===== src/rtl/fp16_add_arbiter.sv =====
// Round-robin arbiter sharing one pipelined fp16 adder among NUM_REQ requesters,
// with a credit-guarded in-order result FIFO. Define FP16_ADD_ARB_STATS_EN for issue/stall counters.

module fp16_add #(
  parameter int LAT = 2
) (
  input  logic        clk,
  input  logic        rst_n,
  input  logic [15:0] i_a,
  input  logic [15:0] i_b,
  output logic [15:0] o_sum
);

  logic [15:0] r_pipe [LAT];

  function automatic logic [15:0] fp16_round(input logic sign, input logic [5:0] exp,
                                             input logic [13:0] sig);
    logic [4:0]  ef;
    logic        up;
    logic [14:0] mag;
    if (exp >= 6'd31) return {sign, 5'h1F, 10'h000};
    ef  = sig[13] ? exp[4:0] : 5'd0;
    up  = sig[2] & (sig[1] | sig[0] | sig[3]);
    // A mantissa carry ripples into the exponent field, covering subnormal->normal and ->Inf.
    mag = {ef, sig[12:3]} + {14'd0, up};
    return {sign, mag};
  endfunction

  function automatic logic [15:0] fp16_sum(input logic [15:0] a, input logic [15:0] b);
    logic [15:0] big, sml;
    logic [5:0]  e_big, e_sml, d, e;
    logic [13:0] x_big, x_sml;
    logic [14:0] s;
    logic        lost, a_nan, b_nan, a_inf, b_inf;
    a_nan = (a[14:10] == 5'h1F) && (a[9:0] != 10'd0);
    b_nan = (b[14:10] == 5'h1F) && (b[9:0] != 10'd0);
    a_inf = (a[14:10] == 5'h1F) && (a[9:0] == 10'd0);
    b_inf = (b[14:10] == 5'h1F) && (b[9:0] == 10'd0);
    if (a_nan || b_nan || (a_inf && b_inf && (a[15] != b[15]))) return 16'h7C01;
    if (a_inf) return a;
    if (b_inf) return b;
    if (a[14:0] >= b[14:0]) begin
      big = a; sml = b;
    end else begin
      big = b; sml = a;
    end
    e_big = (big[14:10] == 5'd0) ? 6'd1 : {1'b0, big[14:10]};
    e_sml = (sml[14:10] == 5'd0) ? 6'd1 : {1'b0, sml[14:10]};
    x_big = {big[14:10] != 5'd0, big[9:0], 3'b000};
    x_sml = {sml[14:10] != 5'd0, sml[9:0], 3'b000};
    d     = e_big - e_sml;
    for (int i = 0; i < 14; i++) begin
      if (6'(i) < d) begin
        lost     = x_sml[0];
        x_sml    = x_sml >> 1;
        x_sml[0] = x_sml[0] | lost;
      end
    end
    if (big[15] == sml[15]) s = {1'b0, x_big} + {1'b0, x_sml};
    else                    s = {1'b0, x_big} - {1'b0, x_sml};
    if (s == 15'd0) return (big[15] == sml[15]) ? {big[15], 15'd0} : 16'h0000;
    e = e_big;
    if (s[14]) begin
      s = {1'b0, s[14:2], s[1] | s[0]};
      e = e + 6'd1;
    end
    for (int i = 0; i < 13; i++) begin
      if (!s[13] && (e > 6'd1)) begin
        s = s << 1;
        e = e - 6'd1;
      end
    end
    return fp16_round(big[15], e, s[13:0]);
  endfunction

  // Stage boundary: operands captured and summed, then delayed to LAT edges total
  always_ff @(posedge clk or negedge rst_n) begin
    if (!rst_n) begin
      for (int i = 0; i < LAT; i++) r_pipe[i] <= 16'h0000;
    end else begin
      r_pipe[0] <= fp16_sum(i_a, i_b);
      for (int i = 1; i < LAT; i++) r_pipe[i] <= r_pipe[i-1];
    end
  end

  assign o_sum = r_pipe[LAT-1];

endmodule

module fp16_add_arbiter #(
  parameter int NUM_REQ    = 4,
  parameter int FIFO_DEPTH = 4,
  parameter int ADD_LAT    = 2
) (
  input  logic                       clk,
  input  logic                       rst_n,
  input  logic [NUM_REQ-1:0]         req_valid,
  output logic [NUM_REQ-1:0]         req_ready,
  input  logic [16*NUM_REQ-1:0]      req_a,
  input  logic [16*NUM_REQ-1:0]      req_b,
  output logic                       resp_valid,
  input  logic                       resp_ready,
  output logic [15:0]                resp_result,
  output logic [$clog2(NUM_REQ)-1:0] resp_id
`ifdef FP16_ADD_ARB_STATS_EN
  ,
  output logic [15:0]                stat_issue_cnt,
  output logic [15:0]                stat_stall_cnt
`endif
);

  localparam int IDW  = $clog2(NUM_REQ);
  localparam int PTRW = $clog2(FIFO_DEPTH);
  localparam int CNTW = PTRW + 1;
  localparam int SUMW = $clog2(FIFO_DEPTH + ADD_LAT + 1) + 1;
  localparam logic [IDW:0]    NREQ_W  = (IDW+1)'(NUM_REQ);
  localparam logic [SUMW-1:0] DEPTH_W = SUMW'(FIFO_DEPTH);

  logic [IDW-1:0]    r_rr_ptr;
  logic [ADD_LAT-1:0] r_tag_vld;
  logic [IDW-1:0]    r_tag_id [ADD_LAT];
  logic [CNTW-1:0]   r_fifo_cnt;
  logic [PTRW-1:0]   r_wr_ptr, r_rd_ptr;
  logic [IDW+15:0]   r_fifo_mem [FIFO_DEPTH];

  logic [IDW:0]      w_idx;
  logic              w_gnt_vld;
  logic [IDW-1:0]    w_gnt_id;
  logic [SUMW-1:0]   w_occ;
  logic              w_credit_ok, w_acc, w_push, w_pop;
  logic [15:0]       w_op_a, w_op_b, w_sum;
  logic [IDW+15:0]   w_head;

  // Round-robin search begins just past the last accepted requester.
  always_comb begin
    w_gnt_vld = 1'b0;
    w_gnt_id  = '0;
    w_idx     = '0;
    for (int k = 1; k <= NUM_REQ; k++) begin
      w_idx = {1'b0, r_rr_ptr} + (IDW+1)'(k);
      if (w_idx >= NREQ_W) w_idx = w_idx - NREQ_W;
      if (!w_gnt_vld && req_valid[w_idx[IDW-1:0]]) begin
        w_gnt_vld = 1'b1;
        w_gnt_id  = w_idx[IDW-1:0];
      end
    end
  end

  always_comb begin
    w_occ = SUMW'(r_fifo_cnt);
    for (int i = 0; i < ADD_LAT; i++) w_occ = w_occ + SUMW'(r_tag_vld[i]);
  end

  assign w_credit_ok = (w_occ < DEPTH_W);
  assign w_acc       = w_gnt_vld & w_credit_ok & rst_n;
  assign req_ready   = w_acc ? (NUM_REQ'(1) << w_gnt_id) : '0;
  assign w_op_a      = w_gnt_vld ? req_a[{w_gnt_id, 4'b0000} +: 16] : 16'h0000;
  assign w_op_b      = w_gnt_vld ? req_b[{w_gnt_id, 4'b0000} +: 16] : 16'h0000;
  assign w_push      = r_tag_vld[ADD_LAT-1];
  assign w_pop       = (r_fifo_cnt != '0) & resp_ready;

  fp16_add #(.LAT(ADD_LAT)) u_add (
    .clk   (clk),
    .rst_n (rst_n),
    .i_a   (w_op_a),
    .i_b   (w_op_b),
    .o_sum (w_sum)
  );

  // Stage boundary: tag pipeline tracks each accepted operand pair through the adder
  always_ff @(posedge clk or negedge rst_n) begin
    if (!rst_n) begin
      r_tag_vld  <= '0;
      r_rr_ptr   <= IDW'(NUM_REQ - 1);
      r_fifo_cnt <= '0;
      r_wr_ptr   <= '0;
      r_rd_ptr   <= '0;
    end else begin
      r_tag_vld[0] <= w_acc;
      for (int i = 1; i < ADD_LAT; i++) r_tag_vld[i] <= r_tag_vld[i-1];
      if (w_acc)  r_rr_ptr <= w_gnt_id;
      if (w_push) r_wr_ptr <= r_wr_ptr + PTRW'(1);
      if (w_pop)  r_rd_ptr <= r_rd_ptr + PTRW'(1);
      r_fifo_cnt <= r_fifo_cnt + CNTW'(w_push) - CNTW'(w_pop);
    end
  end

  always_ff @(posedge clk) begin
    r_tag_id[0] <= w_gnt_id;
    for (int i = 1; i < ADD_LAT; i++) r_tag_id[i] <= r_tag_id[i-1];
    if (w_push) r_fifo_mem[r_wr_ptr] <= {r_tag_id[ADD_LAT-1], w_sum};
  end

  assign w_head      = r_fifo_mem[r_rd_ptr];
  assign resp_valid  = (r_fifo_cnt != '0);
  assign resp_result = resp_valid ? w_head[15:0] : 16'h0000;
  assign resp_id     = resp_valid ? w_head[IDW+15:16] : '0;

`ifdef FP16_ADD_ARB_STATS_EN
  logic [15:0] r_issue_cnt, r_stall_cnt;

  function automatic logic [15:0] sat_inc(input logic [15:0] v);
    return (v == 16'hFFFF) ? v : v + 16'd1;
  endfunction

  always_ff @(posedge clk or negedge rst_n) begin
    if (!rst_n) begin
      r_issue_cnt <= 16'd0;
      r_stall_cnt <= 16'd0;
    end else begin
      if (w_acc)                       r_issue_cnt <= sat_inc(r_issue_cnt);
      if ((|req_valid) && !w_credit_ok) r_stall_cnt <= sat_inc(r_stall_cnt);
    end
  end

  assign stat_issue_cnt = r_issue_cnt;
  assign stat_stall_cnt = r_stall_cnt;
`endif

endmodule


===== config.mk =====
export PLATFORM = sky130hd
export DESIGN_NAME = fp16_add_arbiter
export DESIGN_NICKNAME = d
export VERILOG_FILES = /design/src/rtl/fp16_add_arbiter.sv
export SDC_FILE = /design/constraint.sdc
export NUM_CORES = 1
export LEC_CHECK = 0
export BUFFER_PORTS_ARGS = -buffer_cell sky130_fd_sc_hd__buf_2
export CORE_MARGIN = 10
export CORE_UTILIZATION = 40
export DETAILED_ROUTE_END_ITERATION = 8
export PLACE_DENSITY = 0.67
export SYNTH_ARGS = -nofsm -noshare
export SYNTH_HDL_FRONTEND = slang
export SYNTH_SLANG_ARGS = --single-unit
export TNS_END_PERCENT = 1

===== constraint.sdc =====
create_clock -name clk -period 40.7 [get_ports clk]
set_input_delay 6.105 -clock clk [delete_from_list [all_inputs] [get_ports clk]]
set_output_delay 6.105 -clock clk [all_outputs]
set_load 0.005 [all_outputs]

# Word-level counts from Yosys, hierarchy flattened
# Memory sizes are Yosys's and may differ from the RTL's.
# Cells that the tools add are included.
[word_totals]
ff_bits = 43
latch_bits = 0
n_memories = 2
out_inout_bits = 23
ram_bits = 76
word_cells = 420
rom_bits = 0
input_bits = 135
[op_classes]
shifts = 3
n_mul = 0
bitwise_logic = 20
n_reduce_logical = 50
div = 0
order_cmp = 38
eq_ne = 4
n_mux = 264
addsub = 32
[mem_list]
columns = ["memory", "depth", "word_bits", "read_ports", "rd_clocked_by_memory_dff", "write_ports", "line_no", "source"]
rows = [
  ["r_fifo_mem", 4, 18, 1, 0, 1, "124", "logic [IDW+15:0] r_fifo_mem [FIFO_DEPTH];"],
  ["r_tag_id", 2, 2, 2, 0, 2, "121", "logic [IDW-1:0] r_tag_id [ADD_LAT];"],
]
[ops]
columns = ["op", "count"]
rows = [
  ["14-bit 2-to-1 mux", 126],
  ["6-bit 2-to-1 mux", 70],
  ["16-bit 2-to-1 mux", 22],
  ["64-bit by 7-bit indexed part select with 16-bit output", 2],
  ["6-bit by 1-bit greater-than comparator with 1-bit output (second input constant)", 13],
  ["6-bit by 1-bit subtractor with 6-bit output (second input constant)", 13],
  ["15-bit 2-to-1 mux", 4],
  ["4-bit by 6-bit < comparator with 1-bit output (first input constant)", 6],
  ["1-bit 2-to-1 mux", 25],
  ["3-bit by 6-bit < comparator with 1-bit output (first input constant)", 4],
  ["1-bit logical AND", 22],
  ["10-bit logical NOT", 2],
  ["10-bit nonzero test", 2],
  ["2-bit 2-to-1 mux", 9],
  ["1-bit logical NOT", 16],
  ["1-bit bitwise OR", 16],
  ["14-bit by 14-bit adder with 15-bit output", 1],
  ["15-bit by 1-bit adder with 15-bit output", 1],
  ["15-bit greater-or-equal comparator", 1],
  ["15-bit logical NOT", 1],
  ["5-bit 2-to-1 mux", 3],
  ["14-bit by 14-bit subtractor with 15-bit output", 1],
  ["3-bit greater-or-equal comparator (second input constant)", 4],
  ["1-bit by 6-bit < comparator with 1-bit output (first input constant)", 2],
  ["other kinds (26)", 45],
]

# Logic depth before layout (Yosys ltp)
# Gate-level depths: netlist (run 1).
[logic_depth]
depth_word = 218
ltp_mapped = 157

# By module
# Synthesis (run 1) repeated with hierarchy kept, for this count alone.
[hier_totals]
hier_cells = 2060
hier_area_um2 = 16519.6
[by_module_without_submodules]
columns = ["mod", "cells_per_inst", "area_each_um2", "instances"]
rows = [
  ["fp16_add", 1760, 12072.8, 1],
  ["fp16_add_arbiter", 300, 4446.8, 1],
]

# Worst setup path before layout (run 1)
# Ideal clock, no wire load.
[synth_path]
path_type = "input-to-reg"
from = "in req_valid[3]"
to = "reg u_add.r_pipe[26] (netlist bit)"
setup_time_ns = 0.064
required_time_ns = 40.636
path_stages = 148
setup_slack_ns = 3.951
n_path_buf = 24
arrival_ns = 36.684
cell_sequence = "inv_2 -> o32a_2 -> o21a_2 -> inv_8 -> buf_8 -> mux2_2 -> o211ai_1 -> ha_1 -> nand4_1 -> nor2_1 -> a21o_1 -> a221o_1 -> a31oi_1 -> buf_2 -> buf_6 -> nor2_1 -> a21oi_2 -> inv_2 -> [... 112 more ...] -> mux2i_1 -> nor2_1 -> inv_1 -> ha_1 -> nor2_1 -> a221oi_2 -> o211a_1 -> buf_2 -> nor2_2 -> clkbuf_8 -> o21ai_0 -> ha_1 -> inv_1 -> a311oi_2 -> nand3_2 -> or4_1 -> a31oi_1 -> a211o_1"
[synth_via]
elab_chain_len = 203
word_cells_on_any_way = 370
classes_between = "18 x add/sub; 29 x order compare; 4 x eq/ne; 2 x shift; 252 x mux; 16 x bitwise; 49 x reduce/logical"
[synth_rtl]
columns = ["element", "line_no", "source"]
rows = [
  ["from (decl)", "97", "input logic [NUM_REQ-1:0] req_valid,"],
  ["1-bit binary-select mux with 2-bit select", "142", "if (!w_gnt_vld && req_valid[w_idx[IDW-1:0]]) begin"],
  ["1-bit 2-to-1 mux (implied by the code)", "142", ""],
  ["1-bit 2-to-1 mux", "142", ""],
  ["1-bit logical NOT", "142", ""],
  ["1-bit logical AND", "142", ""],
  ["1-bit 2-to-1 mux", "142", ""],
  ["1-bit logical NOT", "142", ""],
  ["1-bit logical AND", "142", ""],
  ["[... 187 more ...]", "n/a", ""],
  ["1-bit 2-to-1 mux", "42", "if (a[14:0] >= b[14:0]) begin"],
  ["1-bit 2-to-1 mux", "41", "if (b_inf) return b;"],
  ["1-bit 2-to-1 mux", "40", "if (a_inf) return a;"],
  ["16-bit 2-to-1 mux", "22", "ef = sig[13] ? exp[4:0] : 5'd0;"],
  ["16-bit 2-to-1 mux", "62", "e = e_big;"],
  ["16-bit 2-to-1 mux", "42", ""],
  ["16-bit 2-to-1 mux", "41", ""],
  ["16-bit 2-to-1 mux *", "40", ""],
  ["to (decl)", "14", "logic [15:0] r_pipe [LAT];"],
]
# Mark *: on every way between the ends. The rest lies on a longest branch, timed or not. The select of a mux whose other input is x is not followed.
# A chain may end at the register's enable or synchronous reset.

# Worst setup path after layout (run 1)
# Same ends and word-level chain as after synthesis.

==> results of run 1 <==
[metal layers]
metal  wire, um  up-vias
met5         13        -
met1      23800     7856
met4        624        2
li1           -     7942
met3       3650       67
met2      23300      594
[cell type report]
type	count	area, um2
Fill cell	4034	22600
Clock inverter	9	98.8
Sequential cell	119	3320
Clock buffer	23	489
Multi-Input combinational cell	1715	12600
Inverter	95	369
Tap cell	532	666
Timing Repair Buffer	180	958
[flip-flops by register name, indices dropped and copies added, names as in the netlist]
name,count
r_tag_id,4
r_wr_ptr,2
u_add.r_pipe,16
r_fifo_cnt,3
r_rr_ptr,2
u_add.o_sum,16
r_tag_vld,2
r_rd_ptr,2
r_fifo_mem,72
[logic make-up (layout without fill, tap and decap cells)]
group                      Yosys count  in the layout  synth area share, %
AOI/OAI and AO/OA                  652            652                 28.5
xor gates and xnor gates            59             59                 3.39
adders and majority gates           83             83                 6.32
buffers and inverters              185            307                 5.65
DFF                                119            119                 19.8
muxes                              225            225                 15.5
and+or+nand+nor                    696            696                 20.8
[what timing repair did]
item,in CTS,in global routing
endpoints found under the setup margin,0,15
resized for setup,0,12
buffers inserted,0,4
[synth_stat cells (12+ instances only)]
| master | instances | area, um2 |
|---|---|---|
| or2_2 | 18 | 113 |
| inv_1 | 86 | 323 |
| edfxtp_1 | 72 | 2160 |
| buf_2 | 18 | 90.1 |
| a31oi_1 | 23 | 144 |
| a22oi_1 | 14 | 105 |
| a21o_1 | 21 | 158 |
| o21a_1 | 16 | 120 |
| and2_1 | 46 | 288 |
| nor3_1 | 41 | 205 |
| nand4_1 | 19 | 119 |
| nor2_1 | 201 | 754 |
| a211o_1 | 14 | 123 |
| o31ai_1 | 12 | 90.1 |
| o211ai_1 | 52 | 390 |
| a211oi_1 | 28 | 210 |
| clkbuf_1 | 38 | 143 |
| ha_1 | 79 | 988 |
| dfrtp_1 | 41 | 1030 |
| xnor2_1 | 42 | 368 |
| and3_1 | 26 | 163 |
| nand2_1 | 168 | 631 |
| nand3_1 | 61 | 305 |
| mux2_2 | 36 | 405 |
| mux2i_1 | 155 | 1550 |
| o22ai_1 | 25 | 156 |
| a21oi_1 | 132 | 661 |
| or3_1 | 19 | 119 |
| o21ai_0 | 106 | 531 |
| mux4_2 | 20 | 450 |
| nor4_1 | 15 | 93.8 |
| nand2b_1 | 16 | 100 |
| o21ai_1 | 20 | 100 |
[worst paths after layout]
kind	depth (start not counted)	end
max	138	u_add.r_pipe[26]
max in group asynchronous	2	r_rr_ptr[0]
min	0	r_tag_id[0][2]
min reg2reg	0	r_tag_id[0][2]
min in group asynchronous	2	u_add.o_sum[9]
max reg2reg	137	u_add.r_pipe[26]
[critical path: cells and delay by family]
family	cells	cell delay, ps
AOI/OAI and AO/OA	50	12310
xor gates and xnor gates	6	1710
adders and majority gates	18	5230
buffers and inverters	17	3230
muxes	4	1450
and+or+nand+nor	43	8520
[metrics by stage]
step / setup WS [ps] / cell area [um2] / instances / util [%] / hold WS, ps
floorplan: 3950 / 16800 / 2019 / - / 310
global placement: 1700 / 17800 / 2637 / 43.3 / 318
detailed placement: 998 / 17800 / 2637 / 43.3 / 315
CTS: 1260 / 18400 / 2669 / 44.8 / 329
global route: 62.1 / 18500 / 2673 / 45.0 / 341
finish: 2430 / 18500 / 2673 / 45.0 / 326
==> reports/qor.txt, run 1 <==
Reg2reg setup slack: 7720 ps
Slew Limit Fails: 0
Commonest cells after routing, fill and taps aside: nor2_1, nand2_1, buf_2
Fin crit share: 94.0%
DR vias: 16500
Most used routing layer: met2
Fin nets: 2345
ANT nets after route: 0
Worst Hold Class: reg2reg
Grt met1 use: 26.8%
Total I/O pin count: 158
Syn nets: 2236
Count of cell types in the netlist: 151
Slowest cell on crit path: or4b_1
Worst rel slew slack: 21.9%
Mapped Avg Cell Area: 8.31 um2
Largest net degree at the start of global routing: 46
Cell Area, Synth: 16800 um2
Finish-stage setup viols: 0
DIE WIDTH: 225 um
CP max FO: 45
Final wirelength: 51300 um
Clk sinks: 119
Root Buffer: clkbuf_16
Drt wl/cell: 19.2 um
Critical path origin: req_valid[3]
GR Util met2: 31.6%
Final clock skew: 8.64 ps
F_max: 26.1 MHz
DR DRC count: 0
Register bit total from synthesis: 119
Unrepaired setup endpoints after global routing: false
Number of enable flip-flop cells after synthesis: 72
Clk slew on worst S/H paths: 50 ps
Yosys warnings: 0
Run status: finished, final reports clean
Final hold violation count: 0
Critical path type: in2reg
MaxCap Viol Count: 0
Synthesized instance count: 2019
Hpwl dp: 40700 um
CTS Hold Bufs: 0
Startpoint Class: primary input
Max incr delay on CP: 600 ps
Total GRT Usage: 19.5%
Latest clock arrival within the worst-skew pair: 400 ps
Worst hold path startpoint: r_tag_id[0][0]
CTS tree: built
Crit end category: flip-flop
Longest Clk Path Bufs: 2
Vias in the first global route: 15700
Via-per-instance ratio: 6.16
Site row count: 74
Layout area overhead: 10.2%
Number of H-tree levels: 4
First drt pass iteration count: 7
Initial antenna violation count: 1
Req. time, crit path: 41040 ps
Seq/Total Area, Yosys: 19.8%
Grt total ovfl: 0
Met3 Use GR: 3.51%
Tmin final: 38270 ps
Layout cells sized above 1: 19.9%
Post-synth top flop: edfxtp_1
Inserted Clock Buffers: 17
Fin Setup TNS: 0 ps
Worst-margin pin slew: 1140 ps
Data arrival, critical path: 38610 ps
GP Congestion: 0.974
Core region area: 41100 um2
Iter 0 DRT Violations: 1496
Die ar.: 50500 um2
Post-synth ARST share: 36.1%
I/O Buffers: 157
Antenna Cells: 0
First-pass GRT wire length: 83000 um
Origin of the critical flop-to-flop path: r_rr_ptr[1]
Die Y: 225 um
Commonest non-fill, non-tap cell in the layout: nor2_1
Initial core utilization: 40.8%
Power of run 1 is left out: the tool's default activity adds up to more than one toggle a clock period on the data nets, which glitch-free logic cannot reach.
==> run 2: changes to the inputs <==
--- a/config.mk
+++ b/config.mk
@@ -9,6 +9,7 @@
 export CORE_MARGIN = 10
 export CORE_UTILIZATION = 40
 export DETAILED_ROUTE_END_ITERATION = 8
+export GPL_ROUTABILITY_DRIVEN = 0
 export PLACE_DENSITY = 0.67
 export SYNTH_ARGS = -nofsm -noshare
 export SYNTH_HDL_FRONTEND = slang
==> constraint.sdc (replaced) <==
create_clock -name clk -period 37.6 [get_ports clk]
set_input_delay 5.64 -clock clk [delete_from_list [all_inputs] [get_ports clk]]
set_output_delay 5.64 -clock clk [all_outputs]
set_load 0.005 [all_outputs]
==> reports/qor.txt, run 2 (synthesized netlist as in run 1, its figures left out) <==
Run status: finished, final reports clean
Commonest cells after routing, fill and taps aside: nor2_1, nand2_1, buf_2
Commonest non-fill, non-tap cell in the layout: nor2_1
Final wirelength: 50700 um (-1.3%)
Crit end category: flip-flop
Antenna Cells: 0 (unchanged)
Fill cell count: 4012 (-0.55%)
Longest Clk Path Bufs: 2 (unchanged)
GR Util met2: 30.5% (-1.1 points)
CP max FO: 40 (-11%)
Die ar.: 50500 um2 (unchanged)
Core region area: 41100 um2 (unchanged)
Post-route cell area: 18800 um2 (+1.9%)
Final hold violation count: 0 (unchanged)
Fin crit share: 94.2%
Total GRT Usage: 19.0% (-0.51 points)
Total I/O pin count: 158 (unchanged)
Critical path's top delay family: compound AO/OA/AOI/OAI gates
Req. time, crit path: 37950 ps (-3090 ps)
Initial antenna violation count: 0 (-1)
I/O Buffers: 157 (unchanged)
Final clock skew: 6.99 ps (-1.64 ps)
DR DRC count: 0 (unchanged)
Startpoint Class: primary input
Grt total ovfl: 0 (unchanged)
Via-per-instance ratio: 6.21 (+0.78%)
DIE WIDTH: 225 um (unchanged)
Biggest register: r_fifo_mem
Layout area overhead: 12.3%
Finish-stage setup viols: 0 (unchanged)
Worst-margin pin slew: 1070 ps (-69.4 ps)
Data arrival, critical path: 35780 ps (-2830 ps)
Worst Hold Class: reg2reg
Max incr delay on CP: 610 ps (about the same)
Worst rel slew slack: 28.0% (+6.1 points)
MaxCap Viol Count: 0 (unchanged)
Number of H-tree levels: 4 (unchanged)
Latest clock arrival within the worst-skew pair: 400 ps (about the same)
Fin nets: 2366 (+0.90%)
Vias in the first global route: 15800 (+0.98%)
Tmin final: 35440 ps
Grt met1 use: 25.9% (-0.93 points)
Drt wl/cell: 18.8 um (-2.0%)
Most used routing layer: met2
Root Buffer: clkbuf_16
CTS tree: built
First drt pass iteration count: 6 (-1)
Initial core utilization: 40.8% (unchanged)
First-pass GRT wire length: 81500 um (-1.8%)
Dpl cell area: 17900 um2 (+0.21%)
Die Y: 225 um (unchanged)
Inserted Clock Buffers: 17 (unchanged)
Most frequent CP cell: nor2_1
Clk sinks: 119 (unchanged)
Critical path type: in2reg
Largest net degree at the start of global routing: 46 (unchanged)
Met3 Use GR: 3.02% (-0.49 points)
Iter 0 DRT Violations: 1841 (+23%)
Layout cells sized above 1: 21.2% (+1.3 points)
Hpwl dp: 39500 um (-3.0%)
Slew Limit Fails: 0 (unchanged)
Site row count: 74 (unchanged)
Clk slew on worst S/H paths: 50 ps (about the same)
Slowest cell on crit path: or4b_1
F_max: 28.2 MHz
Largest register FFs: 72 (unchanged)
DR vias: 16700 (+1.5%)
Fin Setup TNS: 0 ps (unchanged)
Worst path bufs/invs: 18 (+1)
ANT nets after route: 0 (unchanged)
## run 2: changes by cell type in the layout (fill, tap and decap cells not counted), moves of 2 or more
cell and change:
clkinv_2 -3, clkinvlp_4 +2, o311ai_2 +2, clkbuf_1 -2, xnor2_2 +3, o311ai_1 -2, buf_4 +19, xnor2_1 -3
bufinv_16 +4
## run 2: worst paths after layout
check,start,end,slack [ps],depth (start not counted)
min,r_tag_id[0][0],r_tag_id[0][2],330,0
max,req_valid[0],u_add.r_pipe[26],2160,140
max in group asynchronous,rst_n,u_add.o_sum[4],31880,2
max reg2reg,r_rr_ptr[1],u_add.r_pipe[26],6940,139
min in group asynchronous,rst_n,r_rd_ptr[0],5320,2
min reg2reg,r_tag_id[0][0],r_tag_id[0][2],330,0
## run 2: routing by layer
metal / routed length, um / vias to the layer above
li1: - / 7986
met1: 22600 / 7889
met2: 23200 / 744
met3: 3860 / 94
met4: 996 / 0
met5: 0 / -
## run 2: repair_timing
action                     CTS  global route
setup endpoints to repair    0            15
buffers inserted             0            19
resized for setup            0            31
hold buffers                 0             0
## run 2: cell type report
class	instances	area (um2)	area share (%)
multi-input combinational	1716	12700	67.4
sequential	119	3320	17.6
timing repair buffer	200	1110	5.92
tap	532	666	3.54
clock buffer	18	429	2.28
inverter	95	374	1.99
clock inverter	13	228	1.21
## run 2: through the flow
step / hold WS [ps] / util [%] / setup WS [ps] / cells
after detailed placement: 314 / 43.4 / -189 / 2642
final: 329 / 45.8 / 2160 / 2693
after CTS: 327 / 45.0 / 76.0 / 2673
after global routing: 333 / 45.8 / -71.1 / 2693
after global placement: 313 / 43.4 / 1080 / 2642
after floorplan: 310 / - / 1320 / 2019
Power of run 2 is left out for the same reason.
==> run 3: changes to the inputs <==
--- a/config.mk
+++ b/config.mk
@@ -6,6 +6,7 @@
 export NUM_CORES = 1
 export LEC_CHECK = 0
 export BUFFER_PORTS_ARGS = -buffer_cell sky130_fd_sc_hd__buf_2
+export CORE_ASPECT_RATIO = 1.5
 export CORE_MARGIN = 10
 export CORE_UTILIZATION = 40
 export DETAILED_ROUTE_END_ITERATION = 8
==> reports/qor.txt, run 3 (synthesized netlist as in run 1, its figures left out) <==
Run status: finished, final reports clean
Worst Hold Class: reg2reg
Hold WS: 325 ps (-4.29 ps)
Biggest register: r_fifo_mem
Grt total ovfl: 0 (unchanged)
Site row count: 91 (+23%)
Final hold violation count: 0 (unchanged)
Total GRT Usage: 18.9% (-0.042 points)
Clk sinks: 119 (unchanged)
DIE WIDTH: 187 um (-17%)
Longest Clk Path Bufs: 2 (unchanged)
Number of H-tree levels: 4 (unchanged)
Total I/O pin count: 158 (unchanged)
Slew Limit Fails: 0 (unchanged)
Layout cells sized above 1: 20.9% (-0.30 points)
I/O Buffers: 157 (unchanged)
Reg2reg setup slack: 6850 ps (-90 ps)
Final clock skew: 7.27 ps (+0.281 ps)
Fin util: 45.4% (-0.45 points)
ANT nets after route: 0 (unchanged)
Inserted Clock Buffers: 17 (unchanged)
Req. time, crit path: 37940 ps (about the same)
DR vias: 16600 (-0.69%)
Commonest non-fill, non-tap cell in the layout: nor2_1
Final wirelength: 51300 um (+1.3%)
Finish-stage setup viols: 0 (unchanged)
F_max: 28.2 MHz (-0.13%)
Startpoint Class: primary input
DR DRC count: 0 (unchanged)
Hpwl dp: 40700 um (+3.2%)
Layout area overhead: 11.8%
Initial antenna violation count: 0 (unchanged)
Worst rel slew slack: 31.7% (+3.7 points)
Max incr delay on CP: 680 ps (+70 ps)
Root Buffer: clkbuf_16
CP max FO: 40 (unchanged)
First drt pass iteration count: 6 (unchanged)
Critical path type: in2reg
Dpl cell area: 17900 um2 (+0.18%)
Fin crit share: 94.4% (+0.13 points)
Fin nets: 2367 (+0.042%)
Most frequent CP cell: nor2_1
Slowest cell on crit path: nor3_1
Die ar.: 50700 um2 (+0.33%)
Drt wl/cell: 18.9 um (+0.24%)
Commonest cells after routing, fill and taps aside: nor2_1, nand2_1, buf_2
CTS tree: built
Largest net degree at the start of global routing: 46 (unchanged)
Latest clock arrival within the worst-skew pair: 400 ps (about the same)
First-pass GRT wire length: 82200 um (+0.81%)
CTS Hold Bufs: 0 (unchanged)
Data arrival, critical path: 35820 ps (+40 ps)
Post-route cell area: 18700 um2 (-0.45%)
Initial core utilization: 40.6% (-0.22 points)
Core region area: 41300 um2 (+0.54%)
Die Y: 271 um (+20%)
Via-per-instance ratio: 6.10 (-1.7%)
Clk slew on worst S/H paths: 50 ps (about the same)
Iter 0 DRT Violations: 1383 (-25%)
Worst-margin pin slew: 1020 ps (-45.6 ps)
Antenna Cells: 0 (unchanged)
MaxCap Viol Count: 0 (unchanged)
Crit end category: flip-flop
Largest register FFs: 72 (unchanged)
Vias in the first global route: 16000 (+0.95%)
Tmin final: 35480 ps (+47.7 ps)
[run 3: per-layer routing]
| layer | track usage [%] | part of all wire, % | vias up |
|---|---|---|---|
| li1 | - | - | 7964 |
| met1 | 21.7 | 40 | 7856 |
| met2 | 34.9 | 51 | 624 |
| met3 | 2.15 | 5.0 | 154 |
| met4 | 7.43 | 4.1 | 0 |
| met5 | 0 | 0 | - |
[run 3: what timing repair did]
item | CTS | global route
resized for setup | 0 | 29
endpoints found under the setup margin | 0 | 15
buffers inserted | 0 | 20
[run 3: layout make-up]
type	count	area (um2)
clock buffers	29	522
clock inverters	3	15.0
fillers	4035	22600
inverters	95	374
multi-input cells	1716	12700
flip-flops and latches	119	3320
well taps	558	698
repair buffers	201	1120
[run 3: critical path, delay by kind of cell]
family	cells	cell delay, ps
simple gates	48	9600
fa+ha+maj	18	5200
compound gates	39	9660
buf+inv	16	3070
mux	5	1870
xor+xnor	3	730
[run 3: path summary, 6_finish.rpt]
check,from,endpoint,depth (start not counted)
setup reg to reg,r_rr_ptr[1],u_add.r_pipe[26],128
hold reg to reg,r_tag_id[0][1],r_tag_id[0][3],0
setup / recovery,req_valid[0],u_add.r_pipe[26],129
min in group asynchronous,rst_n,r_fifo_cnt[1],2
hold / removal,r_tag_id[0][1],r_tag_id[0][3],0
max in group asynchronous,rst_n,u_add.o_sum[4],2
[run 3: stage by stage]
| stage | setup TNS, ps | instances | worst slack (ps) |
|---|---|---|---|
| after detailed placement | -13.6 | 2668 | -13.6 |
| final | 0 | 2721 | 2120 |
| after floorplan | 0 | 2019 | 1320 |
| after CTS | 0 | 2700 | 306 |
| after global routing | -57.6 | 2721 | -57.6 |
| after global placement | 0 | 2668 | 1070 |
Power of run 3 is left out for the same reason.
